==> src/rtl/inside_lookup_ring_pkg.sv <==
// Shared sizing helpers and priority-encode function for the inside lookup ring.
package inside_lookup_pkg;

  // Widest bitmap lowest_set_idx accepts; DEPTH must not exceed this.
  localparam int unsigned MAX_SLOTS = 256;

  // Slot-index width for a power-of-two depth.
  function automatic int unsigned idx_bits(input int unsigned depth);
    return $clog2(depth);
  endfunction

  // Occupancy width: must hold 0..depth inclusive.
  function automatic int unsigned occ_bits(input int unsigned depth);
    return $clog2(depth) + 1;
  endfunction

  // Position of the lowest set bit; 0 when the bitmap is empty.
  function automatic int unsigned lowest_set_idx(input logic [MAX_SLOTS-1:0] bitmap);
    int unsigned idx;
    logic        found;
    idx   = 0;
    found = 1'b0;
    for (int unsigned i = 0; i < MAX_SLOTS; i++) begin
      if (bitmap[i] && !found) begin
        idx   = i;
        found = 1'b1;
      end
    end
    return idx;
  endfunction

endpackage

==> src/rtl/inside_match_unit.sv <==
// Combinational membership test of one query value against all valid slots.
module inside_match_unit
  import inside_lookup_pkg::*;
#(
  parameter int unsigned WIDTH = 8,
  parameter int unsigned DEPTH = 16,
  parameter int unsigned IDX_W = 4
) (
  input  logic [WIDTH-1:0]       q_i,
  input  logic [DEPTH*WIDTH-1:0] mem_i,
  input  logic [DEPTH-1:0]       valid_i,
  output logic                   hit_o,
  output logic [IDX_W-1:0]       idx_o
);

  logic [DEPTH-1:0] match;

  // Per-slot compare, masked by valid so unwritten slots never match.
  always_comb begin
    match = '0;
    for (int unsigned s = 0; s < DEPTH; s++) begin
      match[s] = valid_i[s] && (mem_i[s*WIDTH +: WIDTH] == q_i);
    end
    hit_o = |match;
    idx_o = IDX_W'(lowest_set_idx(MAX_SLOTS'(match)));
  end

endmodule

==> src/rtl/inside_lookup_ring.sv <==
// Ring buffer of the last DEPTH writes with NUM_Q registered membership lookups.
module inside_lookup_ring
  import inside_lookup_pkg::*;
#(
  parameter int unsigned WIDTH = 8,
  parameter int unsigned DEPTH = 16,
  parameter int unsigned NUM_Q = 2,
  parameter int unsigned CNT_W = 8
) (
  input  logic                          clk,
  input  logic                          rst,
  input  logic                          clear,
  input  logic                          wr_valid,
  input  logic [WIDTH-1:0]              wr_data,
  input  logic [NUM_Q-1:0]              q_valid,
  input  logic [NUM_Q*WIDTH-1:0]        q_data,
  output logic [NUM_Q-1:0]              r_valid,
  output logic [NUM_Q-1:0]              r_hit,
  output logic [NUM_Q*idx_bits(DEPTH)-1:0] r_idx,
  output logic [WIDTH-1:0]              last_data,
  output logic [occ_bits(DEPTH)-1:0]    occupancy,
  output logic [CNT_W-1:0]              wr_count
);

  localparam int unsigned IDX_W = idx_bits(DEPTH);
  localparam int unsigned OCC_W = occ_bits(DEPTH);

  logic [WIDTH-1:0]       mem_q [DEPTH];
  logic [DEPTH*WIDTH-1:0] mem_flat;
  logic [DEPTH-1:0]       valid_q, valid_d;
  logic [IDX_W-1:0]       wr_ptr_q, wr_ptr_d;
  logic [OCC_W-1:0]       occ_q, occ_d;
  logic [CNT_W-1:0]       cnt_q, cnt_d;
  logic [WIDTH-1:0]       last_q, last_d;
  logic                   do_write;

  logic [NUM_Q-1:0]       m_hit;
  logic [NUM_Q*IDX_W-1:0] m_idx;
  logic [NUM_Q-1:0]       r_valid_q;
  logic [NUM_Q-1:0]       r_hit_q, r_hit_d;
  logic [NUM_Q*IDX_W-1:0] r_idx_q, r_idx_d;

  // clear wins over a same-cycle write: the write is dropped entirely.
  assign do_write = wr_valid && !clear;

  // Flatten storage for the match units (they see pre-update contents).
  always_comb begin
    mem_flat = '0;
    for (int unsigned s = 0; s < DEPTH; s++) begin
      mem_flat[s*WIDTH +: WIDTH] = mem_q[s];
    end
  end

  // Next-state for pointer, valid bitmap, occupancy and counters.
  always_comb begin
    valid_d  = valid_q;
    wr_ptr_d = wr_ptr_q;
    occ_d    = occ_q;
    cnt_d    = cnt_q;
    last_d   = last_q;
    if (clear) begin
      valid_d  = '0;
      wr_ptr_d = '0;
      occ_d    = '0;
    end else if (wr_valid) begin
      valid_d[wr_ptr_q] = 1'b1;
      wr_ptr_d          = wr_ptr_q + IDX_W'(1);
      cnt_d             = cnt_q + CNT_W'(1);
      last_d            = wr_data;
      if (occ_q != OCC_W'(DEPTH)) begin
        occ_d = occ_q + OCC_W'(1);
      end
    end
  end

  // Control state register with synchronous reset.
  always_ff @(posedge clk) begin
    if (rst) begin
      valid_q  <= '0;
      wr_ptr_q <= '0;
      occ_q    <= '0;
      cnt_q    <= '0;
      last_q   <= '0;
    end else begin
      valid_q  <= valid_d;
      wr_ptr_q <= wr_ptr_d;
      occ_q    <= occ_d;
      cnt_q    <= cnt_d;
      last_q   <= last_d;
    end
  end

  // Storage array; not reset, stale contents are masked by valid_q.
  always_ff @(posedge clk) begin
    if (!rst && do_write) begin
      mem_q[wr_ptr_q] <= wr_data;
    end
  end

  for (genvar c = 0; c < NUM_Q; c++) begin : g_match
    inside_match_unit #(
      .WIDTH(WIDTH),
      .DEPTH(DEPTH),
      .IDX_W(IDX_W)
    ) u_match (
      .q_i    (q_data[c*WIDTH +: WIDTH]),
      .mem_i  (mem_flat),
      .valid_i(valid_q),
      .hit_o  (m_hit[c]),
      .idx_o  (m_idx[c*IDX_W +: IDX_W])
    );
  end

  // Result capture: channels without a query hold their last hit/index.
  always_comb begin
    r_hit_d = r_hit_q;
    r_idx_d = r_idx_q;
    for (int unsigned c = 0; c < NUM_Q; c++) begin
      if (q_valid[c]) begin
        r_hit_d[c]                = m_hit[c];
        r_idx_d[c*IDX_W +: IDX_W] = m_idx[c*IDX_W +: IDX_W];
      end
    end
  end

  // Result registers; reset discards any query in flight.
  always_ff @(posedge clk) begin
    if (rst) begin
      r_valid_q <= '0;
      r_hit_q   <= '0;
      r_idx_q   <= '0;
    end else begin
      r_valid_q <= q_valid;
      r_hit_q   <= r_hit_d;
      r_idx_q   <= r_idx_d;
    end
  end

  assign r_valid   = r_valid_q;
  assign r_hit     = r_hit_q;
  assign r_idx     = r_idx_q;
  assign last_data = last_q;
  assign occupancy = occ_q;
  assign wr_count  = cnt_q;

endmodule

==> config.mk <==
export PLATFORM = sky130hd
export DESIGN_NAME = inside_lookup_ring
export DESIGN_NICKNAME = d
export VERILOG_FILES = /design/src/rtl/inside_lookup_ring_pkg.sv /design/src/rtl/inside_match_unit.sv /design/src/rtl/inside_lookup_ring.sv
export SDC_FILE = /design/constraint.sdc
export NUM_CORES = 1
export LEC_CHECK = 0
export BUFFER_PORTS_ARGS = -buffer_cell sky130_fd_sc_hd__buf_4
export CORE_MARGIN = 2
export CORE_UTILIZATION = 45
export CTS_CLUSTER_SIZE = 25
export DETAILED_ROUTE_END_ITERATION = 6
export RECOVER_POWER = 100
export SYNTH_ARGS = -nofsm -noshare
export SYNTH_HDL_FRONTEND = slang
export SYNTH_SLANG_ARGS = --single-unit
==> constraint.sdc <==
create_clock -name clk -period 5.45 [get_ports clk]
set_input_delay 0.545 -clock clk [delete_from_list [all_inputs] [get_ports clk]]
set_output_delay 0.545 -clock clk [all_outputs]
set_load 0.02 [all_outputs]
After elaboration in Yosys (flattened, before gate mapping)
Memory sizes are Yosys's and may differ from the RTL's.
Cells that the tools add are included.
{"block": "word_totals", "register_bits": 53, "ramBits": 128, "in_bits": 30, "out_inout_bits": 33, "elab_cells": 217, "memories": 1}
{"memory": "mem_q", "depth": 16, "word_bits": 8, "rd": 16, "rd_clocked_by_memory_dff": 0, "wr": 1, "line_no": "inside_lookup_ring.sv:28", "source": "logic [WIDTH-1:0] mem_q [DEPTH];"}
{"block": "op_classes", "n_addsub": 3, "magnitude_cmp": 2, "n_eq_ne": 33, "muxes": 64, "bitwise_logic": 2, "n_reduce_logical": 102}
{"op": "equality test 8 bit", "n": 32}
{"op": "logical AND 1 bit", "n": 65}
{"op": "two-way mux 4 bit", "n": 16}
{"op": "two-way mux 1 bit", "n": 35}
{"op": "zero test 1 bit", "n": 32}
{"op": "OR reduction 16 bit", "n": 2}
{"op": "two-way mux 3 bit", "n": 8}
{"op": "OR 16 bit", "n": 1}
{"op": "adder 8 x 1 -> 8 bit (second input constant)", "n": 1}
{"op": "two-way mux 2 bit", "n": 4}
{"op": "adder 5 x 1 -> 5 bit (second input constant)", "n": 1}
{"op": "< comparator 4 x 5 -> 1 bit (second input constant)", "n": 1}
{"op": "inequality test 5 bit (second input constant)", "n": 1}
{"op": "adder 4 x 1 -> 4 bit (second input constant)", "n": 1}
{"op": "demux 1 bit (select 4 bit)", "n": 1}
{"op": "greater-or-equal comparator 4 x 1 -> 1 bit (second input constant)", "n": 1}
{"op": "AND reduction 2 bit", "n": 2}
{"op": "OR reduction 2 bit", "n": 1}
{"op": "inverter 1 bit", "n": 1}

Depth between registers and ports, before layout
An unclocked memory read counts as a cell.
{"block": "logic_depth", "depth_word": 49, "ltp_mapped": 10, "mapped_depth_nobuf": 8}

Modules after synthesis
From an unflattened synthesis, not the netlist that was laid out.
{"block": "hier_totals", "cells_unflattened": 814, "hier_area_um2": 9643.0}
{"mod": "inside_lookup_ring", "instances": 1, "cells_each": 352, "area_each_um2": 5926.9, "seq_area_each_um2": 4904.7}
{"mod": "inside_match_unit", "instances": 2, "cells_each": 231, "area_each_um2": 1858.0, "seq_area_each_um2": 0.0}

Worst setup path before layout
No wires, ideal clock.
{"block": "synth_timing", "path_kind": "input-to-reg", "start": "in q_data[14]", "end": "reg r_idx_q[4] (netlist: r_idx[4])", "arrival_time_ps": 2115, "required_ps": 5319, "setup_slack_ps": 3205, "cell_stages": 9, "n_path_buf": 2, "cell_sequence": "buf_2 > buf_4 > xnor2_1 > nand3_1 > nor3_1 > a21oi_1 > or3b_1 > a31oi_1 > nor3_1"}
{"block": "synth_between", "elab_chain_cells": 48, "word_cells_on_any_way": 92, "classes_between": "eq/ne: 16; mux: 30; reduce/logical: 46"}
{"item": "from (decl)", "line_no": "inside_lookup_ring.sv:16", "source": "input logic [NUM_Q*WIDTH-1:0] q_data,"}
{"item": "equality test 8 bit", "line_no": "inside_match_unit.sv:22", "source": "match[s] = valid_i[s] && (mem_i[s*WIDTH +: WIDTH] == q_i);"}
{"item": "logical AND 1 bit", "line_no": "inside_match_unit.sv:22"}
{"item": "two-way mux 1 bit", "line_no": "inside_lookup_ring_pkg.sv:24", "source": "if (bitmap[i] && !found) begin"}
{"item": "zero test 1 bit", "line_no": "inside_lookup_ring_pkg.sv:24"}
{"item": "logical AND 1 bit", "line_no": "inside_lookup_ring_pkg.sv:24"}
{"item": "two-way mux 1 bit", "line_no": "inside_lookup_ring_pkg.sv:24"}
{"item": "zero test 1 bit", "line_no": "inside_lookup_ring_pkg.sv:24"}
{"item": "logical AND 1 bit", "line_no": "inside_lookup_ring_pkg.sv:24"}
{"item": "(+32 left out)"}
{"item": "logical AND 1 bit", "line_no": "inside_lookup_ring_pkg.sv:24"}
{"item": "two-way mux 1 bit", "line_no": "inside_lookup_ring_pkg.sv:24"}
{"item": "zero test 1 bit", "line_no": "inside_lookup_ring_pkg.sv:24"}
{"item": "logical AND 1 bit", "line_no": "inside_lookup_ring_pkg.sv:24"}
{"item": "two-way mux 1 bit", "line_no": "inside_lookup_ring_pkg.sv:24"}
{"item": "zero test 1 bit", "line_no": "inside_lookup_ring_pkg.sv:24"}
{"item": "logical AND 1 bit", "line_no": "inside_lookup_ring_pkg.sv:24"}
{"item": "two-way mux 4 bit (*)", "line_no": "inside_lookup_ring_pkg.sv:24"}
{"item": "to (signal assigned)", "line_no": "inside_lookup_ring.sv:135", "source": "r_idx_q <= r_idx_d;"}
{"item": "to (decl)", "line_no": "inside_lookup_ring.sv:41", "source": "logic [NUM_Q*IDX_W-1:0] r_idx_q, r_idx_d;"}
Every way passes the cells marked *; elsewhere a longest branch is shown, timed or not.
A chain may end at the register's enable or synchronous reset.

Final worst setup path
{"block": "layout_timing", "start": "in q_data[8]", "end": "reg r_idx_q[4] (netlist: r_idx[4])"}
Same word-level chain as after synthesis.

==> flow_metrics.env <==
export IMPL_drive_above_1_share_pct=6.18
export IMPL_post_cts_setup_buffer_count=0
export IMPL_grt_pass1_wl_um=38100
export IMPL_place_gp_congestion=0.808
export IMPL_reg2reg_from="mem_q[0][3]"
export IMPL_min_to="r_idx[5]"
export IMPL_hold_viol_final=0
export IMPL_finalClockSkew_ps=8.29
export IMPL_clock_sinks=181
export IMPL_final_max_slew_violation_count=17
export IMPL_placed_area_mm2=0.00998
export IMPL_grt_busiest_layer="met2"
export IMPL_syn_area_per_cell_um2=11.4
export IMPL_numCtsBuffers=17
export IMPL_ant_nets=0
export IMPL_max_freq_mhz=304
export IMPL_grt_use_met2_pct=39.7
export IMPL_outcome="complete, but fails checks"
export IMPL_synth_ff_latch_count=181
export IMPL_cts_tree="done"
export IMPL_cp_arrival_ps=3640
export IMPL_yosys_warnings=0
export IMPL_grt_max_degree=32
export IMPL_netlist_instances=836
export IMPL_vias_per_cell=5.49
export IMPL_first_iter_violations=569
export IMPL_insertion_delay_ps=430
export IMPL_fin_crit_sh_pct=60.4
export IMPL_end_kind="flip-flop"
export IMPL_crit_fanout=16
export IMPL_synthTopCellsByArea="edfxtp_1, xnor2_1, dfxtp_1, xor2_1, nand4_1"
export IMPL_synth_edff_count=128
export IMPL_wl_per_cell_um=22.2
export IMPL_fin_setup_tns_ps=0
export IMPL_num_antenna_cells=0
export IMPL_synth_top_flop_cell="edfxtp_1"
export IMPL_use_met3_pct=5.55
export IMPL_synthDistinctLibCells=49
export IMPL_synth_xor_xnor_area_share_pct=24.7
export IMPL_vias=6400
export IMPL_fin_nets=914
export IMPL_dieArea_mm2=0.0223
export IMPL_cts_hold_fix_buffers=0
export IMPL_finalNonFillerCells=1165
export IMPL_min_path_cells=2
export IMPL_placementRows=53
export IMPL_reg2reg_to="r_idx[1]"
export IMPL_required_ps=5790
export IMPL_synth_compound_area_share_pct=4.63
export IMPL_muxShareOfSynthArea_pct=0.210
export IMPL_dp_hpwl_um=16200
export IMPL_critPathKind="primary input to flip-flop"
export IMPL_antenna_found_initial=0
export IMPL_critPathLaunchType="primary input"
export IMPL_irDropWorstVdd_uv=249
export IMPL_pin_count=63
export IMPL_critical_path_startpoint="q_data[8]"
export IMPL_min_from="q_valid[1]"
export IMPL_clk_pin_slew_ps=60
export IMPL_grt_pass1_vias=6223
export IMPL_use_met1_pct=30.8
export IMPL_setup_viol=0
export IMPL_drt_pass1_iterations=5
export IMPL_track_usage_pct=23.9
export IMPL_worst_pin_slew_ps=1760
export IMPL_netlist_area_mm2=0.00952
export IMPL_fp_dieW_um=149
export IMPL_die_h_um=149
export IMPL_port_buffers=62
export IMPL_regToRegSetupSlack_ps=2850
export IMPL_final_min_clock_period_ps=3290
export IMPL_synth_top_family_by_area="XOR/XNOR gates"
export IMPL_overflow=0
export IMPL_powerDensity_mw_per_mm2=286
export IMPL_core_region_area_mm2=0.0209
export IMPL_synth_top_area_share_pct=40.4
export IMPL_syn2layout_area_growth_pct=9.03
export IMPL_synthSimpleGateAreaFrac_pct=13.9
export IMPL_start_util_pct=45.6
export IMPL_cts_resized=0
export IMPL_root_buffer="clkbuf_16"
export IMPL_clock_path_buffers=2
export IMPL_ys_seq_area_share_pct=51.5
export IMPL_violations="capacitance limit, slew limit"
export IMPL_hold_class="primary input to flip-flop"
export IMPL_setup_slack_ps=2160
export IMPL_async_reset_ff_share_pct=0
export IMPL_maxCapViolCount=1
export IMPL_placed_cells=1133
export IMPL_drc=0
export IMPL_place_ws_ps=2390
export IMPL_rsz0062_at_grt="false"
export IMPL_relSlewSlack_pct=-17.5
export IMPL_design_area_mm2=0.0104
export IMPL_syn_nets=873
export IMPL_p_leak_nw=3.41
export IMPL_routed_wirelength_um=25900
export IMPL_synth_top_cell_by_area="edfxtp_1"
export IMPL_r2r_cells=8
export IMPL_synthAdderAreaFrac_pct=0.920
export IMPL_cts_max_level=4
per-stage QoR:
step	power [mW]	util [%]	hold slack, ps
floorplan	1.70	-	440
global placement	1.78	47.8	447
detailed placement	1.78	47.8	449
CTS	2.99	50.6	373
global route	3.06	49.7	379
finish	2.96	49.7	389
area by class of cell:
| cell class | instances | area (um2) |
|---|---|---|
| flip-flops and latches | 181 | 4900 |
| fillers | 1939 | 10500 |
| clock buffers | 19 | 443 |
| repair buffers | 64 | 312 |
| clock inverters | 13 | 144 |
| inverters | 8 | 30.0 |
| multi-input cells | 605 | 4200 |
| well taps | 275 | 344 |
cells in the final DEF, fill, tap and decap left out, types with 7 or more instances in the layout:
master     synthesis  routed
nand2_1           57      57
a21oi_1           21      21
nor2_1            47      47
o21ai_0           10      10
a21o_1            16      16
buf_4             13      19
ha_1               7       7
dfxtp_1           53      53
edfxtp_1         128     128
nor4_1            14      14
xnor2_1          176     176
nand4_1           46      46
or3_1             12      12
clkbuf_16          0      17
inv_1              8       8
nor3_1            32      32
xor2_1            92      92
nand3_1           30      30
clkbuf_1           5      46
state kept, by name, indices dropped and copies added (netlist names):
| signal | count |
|---|---|
| mem_q | 128 |
| valid_q | 16 |
| last_data | 8 |
| r_idx | 8 |
| wr_count | 8 |
| occupancy | 5 |
| wr_ptr_q | 4 |
| r_hit | 2 |
| r_valid | 2 |
worst max-delay path: stages:
cell	delay, ps
clkbuf_1	1240
xnor2_1	200
nand4_1	120
nor3_1	640
nor2_1	190
and3_1	260
or3b_1	170
a31oi_1	90
nor3_1	160
synth_stat cells, types with 5 or more instances:
cell / count
inv_1: 8
nor3_1: 32
xor2_1: 92
nor2_1: 47
a21o_1: 16
clkbuf_1: 5
ha_1: 7
nand2_1: 57
a211oi_1: 5
o21ai_0: 10
buf_6: 11
nand3_1: 30
buf_4: 13
nor4_1: 14
nand4_1: 46
edfxtp_1: 128
xnor2_1: 176
a21oi_1: 21
dfxtp_1: 53
or3_1: 12
report_power, final:
part / leakage [nW] / switching, mW / internal [mW] / total [mW]
combinational: 1.55 / 0.172 / 0.0834 / 0.256
clock: 0.282 / 0.526 / 0.694 / 1.22
sequential: 1.58 / 0.00763 / 1.48 / 1.49
total: 3.41 / 0.706 / 2.26 / 2.96
layer usage:
metal | routed length, um | vias up | part of all wire [%]
li1 | - | 2991 | -
met1 | 11000 | 3123 | 42
met2 | 12500 | 244 | 48
met3 | 1730 | 42 | 6.7
met4 | 654 | 0 | 2.5
met5 | 0 | - | 0
logic make-up (layout without fill, tap and decap cells):
group	Yosys count	after routing
flops	181	181
buf+inv	50	104
simple gates	261	261
compound gates	67	67
xor+xnor	268	268
fa+ha+maj	7	7
mux	2	2
worst max-delay path by stage:
stage                               to  slack [ps]  cells past startpoint
final                         r_idx[4]        2160                      9
after global routing          r_idx[4]        2010                      9
after CTS                 mem_q[12][6]        2850                      4
after detailed placement  mem_q[12][6]        2390                      4
after global placement    mem_q[13][6]        2470                      4
after floorplan               r_idx[4]        3200                      9
(Power assumes the default switching activity.)
